$ cat config.mk
export PLATFORM = sky130hd
export DESIGN_NAME = ldo_mode_ctrl
export DESIGN_NICKNAME = d
export VERILOG_FILES = /design/src/rtl/ldo_mode_ctrl.sv
export SDC_FILE = /design/constraint.sdc
export NUM_CORES = 1
export LEC_CHECK = 0
export CORE_MARGIN = 4
export CORE_UTILIZATION = 40
export CTS_CLUSTER_DIAMETER = 30
export DETAILED_ROUTE_END_ITERATION = 16
export PLACE_DENSITY = 0.77
export SYNTH_ARGS = -nofsm -noshare
export SYNTH_HDL_FRONTEND = slang
export SYNTH_SLANG_ARGS = --single-unit
$ cat constraint.sdc
create_clock -name clk -period 2.8 [get_ports clk]
set_clock_uncertainty 0.05 [all_clocks]
set_input_delay 0.42 -clock clk [delete_from_list [all_inputs] [get_ports clk]]
set_output_delay 0.42 -clock clk [all_outputs]
set_load 0.01 [all_outputs]
$ cat src/rtl/ldo_mode_ctrl.sv
// ldo_mode_ctrl: coarse/settle/fine/handoff loop-mode controller for the LDO shift-register array
module ldo_mode_ctrl #(
  parameter int L        = 16,
  parameter int M        = 16,
  parameter int TOGGLE_N = 3,
  parameter int SAT_N    = 2,
  parameter int SETTLE_N = 4
) (
  input  logic         clk,
  input  logic         rst,
  input  logic         comp_in,
  input  logic [L-1:0] fine_out,
  input  logic [M-1:0] coarse_out,
  output logic         fine_en,
  output logic         coarse_en,
  output logic         up,
  output logic         lock,
  output logic         rail,
  output logic [1:0]   state
);
  localparam int TW = $clog2(TOGGLE_N + 1);
  localparam int SW = $clog2(SETTLE_N + 1);
  localparam int AW = $clog2(SAT_N + 1);
  localparam logic [TW-1:0] TOG_MAX  = TW'(TOGGLE_N);
  localparam logic [SW-1:0] SET_LAST = SW'(SETTLE_N - 1);
  localparam logic [AW-1:0] SAT_MAX  = AW'(SAT_N);
  typedef enum logic [1:0] {COARSE = 2'b00, SETTLE = 2'b01, FINE = 2'b10, HANDOFF = 2'b11} state_t;
  state_t        r_state;
  logic          r_comp_prev, r_dir, r_rail, r_sat_hi, r_sat_lo;
  logic [TW-1:0] r_tog_cnt;
  logic [SW-1:0] r_set_cnt;
  logic [AW-1:0] r_sat_cnt;
  logic          w_sat_hi, w_sat_lo, w_at_rail;
  logic [TW-1:0] w_tog_nxt;
  logic [AW-1:0] w_sat_nxt;
  assign w_sat_hi  = &fine_out;
  assign w_sat_lo  = ~|fine_out;
  assign w_at_rail = w_sat_hi ? &coarse_out : ~|coarse_out;
  assign w_tog_nxt = (r_tog_cnt == TOG_MAX) ? r_tog_cnt : r_tog_cnt + 1'b1;
  // a flip of saturation direction restarts the run at one
  assign w_sat_nxt = (r_sat_cnt != '0 && w_sat_hi != r_dir) ? AW'(1) :
                     (r_sat_cnt == SAT_MAX) ? r_sat_cnt : r_sat_cnt + 1'b1;
  always_ff @(posedge clk or posedge rst) begin
    if (rst) begin
      r_state     <= COARSE;
      r_comp_prev <= 1'b0;
      r_dir       <= 1'b0;
      r_rail      <= 1'b0;
      r_sat_hi    <= 1'b0;
      r_sat_lo    <= 1'b0;
      r_tog_cnt   <= '0;
      r_set_cnt   <= '0;
      r_sat_cnt   <= '0;
    end else begin
      r_sat_hi <= w_sat_hi;
      r_sat_lo <= w_sat_lo;
      case (r_state)
        COARSE: begin
          r_comp_prev <= comp_in;
          if (comp_in == r_comp_prev) r_tog_cnt <= '0;
          else if (w_tog_nxt == TOG_MAX) begin
            r_state   <= SETTLE;
            r_tog_cnt <= '0;
          end else r_tog_cnt <= w_tog_nxt;
        end
        SETTLE: begin
          if (r_set_cnt == SET_LAST) begin
            r_state   <= FINE;
            r_set_cnt <= '0;
          end else r_set_cnt <= r_set_cnt + 1'b1;
        end
        FINE: begin
          if (w_sat_hi | w_sat_lo) begin
            r_dir <= w_sat_hi;
            if (w_sat_nxt == SAT_MAX) begin
              r_sat_cnt <= '0;
              if (w_at_rail) r_rail <= 1'b1;
              else r_state <= HANDOFF;
            end else r_sat_cnt <= w_sat_nxt;
          end else r_sat_cnt <= '0;
        end
        default: r_state <= SETTLE;
      endcase
    end
  end
  assign state     = r_state;
  assign coarse_en = (r_state == COARSE) || (r_state == HANDOFF);
  assign fine_en   = (r_state == FINE);
  assign up        = (r_state == HANDOFF) & r_dir;
  assign lock      = (r_state == FINE) & ~r_sat_hi & ~r_sat_lo;
  assign rail      = r_rail;
endmodule
==> summary.txt <==
DPL Wire Length -> 1.860 mm
clk sink count -> 14
RSZ-0062 raised after global routing -> no
DRT iter0 DRCs -> 3
Worst Path Max Fanout -> 9
Hold Fails Final Rpt -> 0
Peak VDD IR -> 0.3038 mV
P_sw -> 0.1668 mW
global-route wire length before repair -> 3.408 mm
Tcrit/Tclk final -> 0.8701
share of the synthesized area in the top cell type -> 0.4000
pwr dens -> 427.5 nW/um^2
# DRC -> 0
Resized Gates After CTS -> 0
WL per Instance -> 14.06 um
Final Max Tran Viols -> 0
Crit Path Class -> reg -> out
placed cell area -> 1328 sq um
Via density -> 5.354
most area-hungry cell type in the Yosys netlist -> dfrtp_1
Via Count -> 862
CTS buffer count -> 3
#FFs+latches synth -> 14
Flop pwr share -> 0.374
CTS Buffer Depth -> 2
Final GP Congestion -> 0.7576
Slew @ Worst Pin -> 0.5359 ns
Worst EP arrival -> 1.97 ns
Overflow after GRT -> 0
Async SR Flop Fraction -> 1.000
number of enable flip-flop cells after synthesis -> 0
# diodes -> 0
Clock Power Share -> 0.251
status -> complete, no violations
TritonCTS clock tree -> yes
Ys Warns -> 0
final wirelength -> 2.264 mm
# rows -> 16
Total GRT Usage -> 0.1545
Main synth FF type -> dfrtp_1
Core Box Area -> 2022 sq um
Buffers on Ports -> 41
final design utilization -> 0.6745
post-synthesis sequential area ratio -> 0.4000
initial antenna violation count -> 0
minimum clock period -> 2.436 ns
Fin Hold WS -> 0.4218 ns
most common cell in the netlist -> dfrtp_1
Cell Area, Synth -> 875.8 sq um
Area Overhead vs Synth -> 55.71%
final setup vio count -> 0
Cells after DPL -> 157
Max Fclk -> 410.5 MHz
area of the multi-input gates -> 488.0 sq um
TNS Setup -> 0 ns
CP startpoint kind -> flip-flop
CTS Hold Bufs -> 0
Hold Crit Class -> in -> async
# fillers -> 171
Net Sw Frac -> 0.2861
nature of the critical path endpoint -> primary output
layout cells sized above 1 -> 0.08209
max-cap violations -> 0
Die X -> 54.80 um
post-CTS setup buffers -> 0
CTS clock-pin slew for the worst setup and hold paths -> 0.09 ns
Clk Latency, worst-skew pair -> 0.28 ns
most frequent cells after synthesis -> dfrtp_1 (14), inv_1 (10), nand4_1 (9)
Sequential Area -> 350.3 sq um
Distinct cells, synth -> 29
I/O Pins -> 42
cell-internal power -> 0.4163 mW
Die Ht -> 54.80 um
Antenna Nets Post-Route -> 0
Pleak -> 0.6114 nW
non-filler cells, final -> 161
largest cells by area after synthesis -> dfrtp_1 (40%), ha_1 (10%), nand4_1 (6.4%)
pin count of the biggest net entering global routing -> 15
mean post-synth cell area -> 9.953 sq um
Slew HR -> 0.6423
drt pass-1 iters -> 2
H-tree levels -> 1
Final nets -> 177
root buffer cell -> clkbuf_4
total nets after synthesis -> 130
Syn Inst Count -> 88
Gate power share -> 0.375
vias in the first global route -> 860
worst path required time -> 2.33 ns
Die Area -> 3002 sq um
Starting Density -> 0.4332
final instance area -> 1364 sq um
## cells by family (layout without fill, tap and decap cells)
family	count (synthesis)	after routing	share of synthesized area
AO/OA/AOI/OAI	10	10	0.08428
XOR/XNOR	1	1	0.01000
adder cells (fa/ha/maj)	7	7	0.1000
buffers and inverters	10	56	0.04286
flip-flops	14	14	0.4000
multiplexers	7	7	0.08286
AND/OR/NAND/NOR	39	39	0.2800
## through the flow
stage / power (mW) / setup slack (ns)
after detailed placement: 0.4440 / 0.2996
after global placement: 0.4395 / 0.3547
after global routing: 0.6180 / 0.2064
after CTS: 0.5885 / 0.3437
after floorplan: 0.3122 / 0.6456
final: 0.5831 / 0.3638
## routing by layer
metal / vias up / share of wire / global-route usage
li1: 423 / - / -
met1: 395 / 0.36 / 0.1642
met2: 40 / 0.46 / 0.2894
met3: 4 / 0.18 / 0.04087
met4: 0 / 0.0093 / 0.04979
met5: - / 0 / 0
## layout by cell type (no fill, tap or decap)
master	n
nand4_1	9
clkbuf_8	1
nor3_2	1
inv_1	10
nand2_1	8
xor2_1	1
a211oi_2	1
nor2_1	3
o22ai_1	2
nor3b_1	1
or4b_1	1
mux2i_1	5
nand4_2	1
nor2b_1	2
a22oi_1	1
a21boi_0	1
or4_1	1
buf_4	1
nor4_1	6
a21oi_1	1
ha_1	7
and2_1	1
nand3_1	2
clkdlybuf4s50_1	41
nor4_4	1
dfrtp_1	14
nor3_1	1
mux2_2	2
clkbuf_4	3
or2b_1	1
o21ai_0	2
o221ai_1	1
a41o_1	1
## critical path, stage by stage, from the launching register on
cell and delay (ns):
dfrtp_1 0.42, inv_1 0.12, ha_1 0.35, nor3b_1 0.22
clkdlybuf4s50_1 0.58
## registers in the layout, indices dropped and copies added, names as in the netlist
| name | flops |
|---|---|
| r_sat_cnt | 2 |
| rail | 1 |
| r_tog_cnt | 2 |
| state | 2 |
| r_set_cnt | 3 |
| r_sat_lo | 1 |
| r_sat_hi | 1 |
| r_dir | 1 |
| r_comp_prev | 1 |
## power groups by stage
stage               Combinational, mW  Clock (mW)  Sequential (mW)
floorplan                      0.0871           0            0.225
CTS                             0.223       0.148            0.218
finish                          0.219       0.146            0.218
detailed placement              0.222           0            0.222
global placement                0.217           0            0.222
global route                    0.242       0.155            0.221
## area by class of cell
type | instances | area share
Clock buffer | 4 | 0.02661
Tap cell | 27 | 0.02477
Inverter | 10 | 0.02752
Timing Repair Buffer | 42 | 0.3064
Multi-Input combinational cell | 64 | 0.3578
Sequential cell | 14 | 0.2569
## path summary, 6_finish.rpt
path                            slack, ns         start            to  depth (start not counted)
worst max register to register       0.52      state[0]      state[1]                          8
worst min-delay path                 0.42           rst  r_set_cnt[0]                          2
worst min register to register       0.44  r_set_cnt[0]  r_set_cnt[0]                          1
min in group clk                     0.44  r_set_cnt[0]  r_set_cnt[0]                          1
worst max-delay path                 0.36      state[0]          lock                          4
max in group asynchronous            1.92           rst      r_sat_hi                          2
Note: power is estimated with default switching activity, not from simulation.
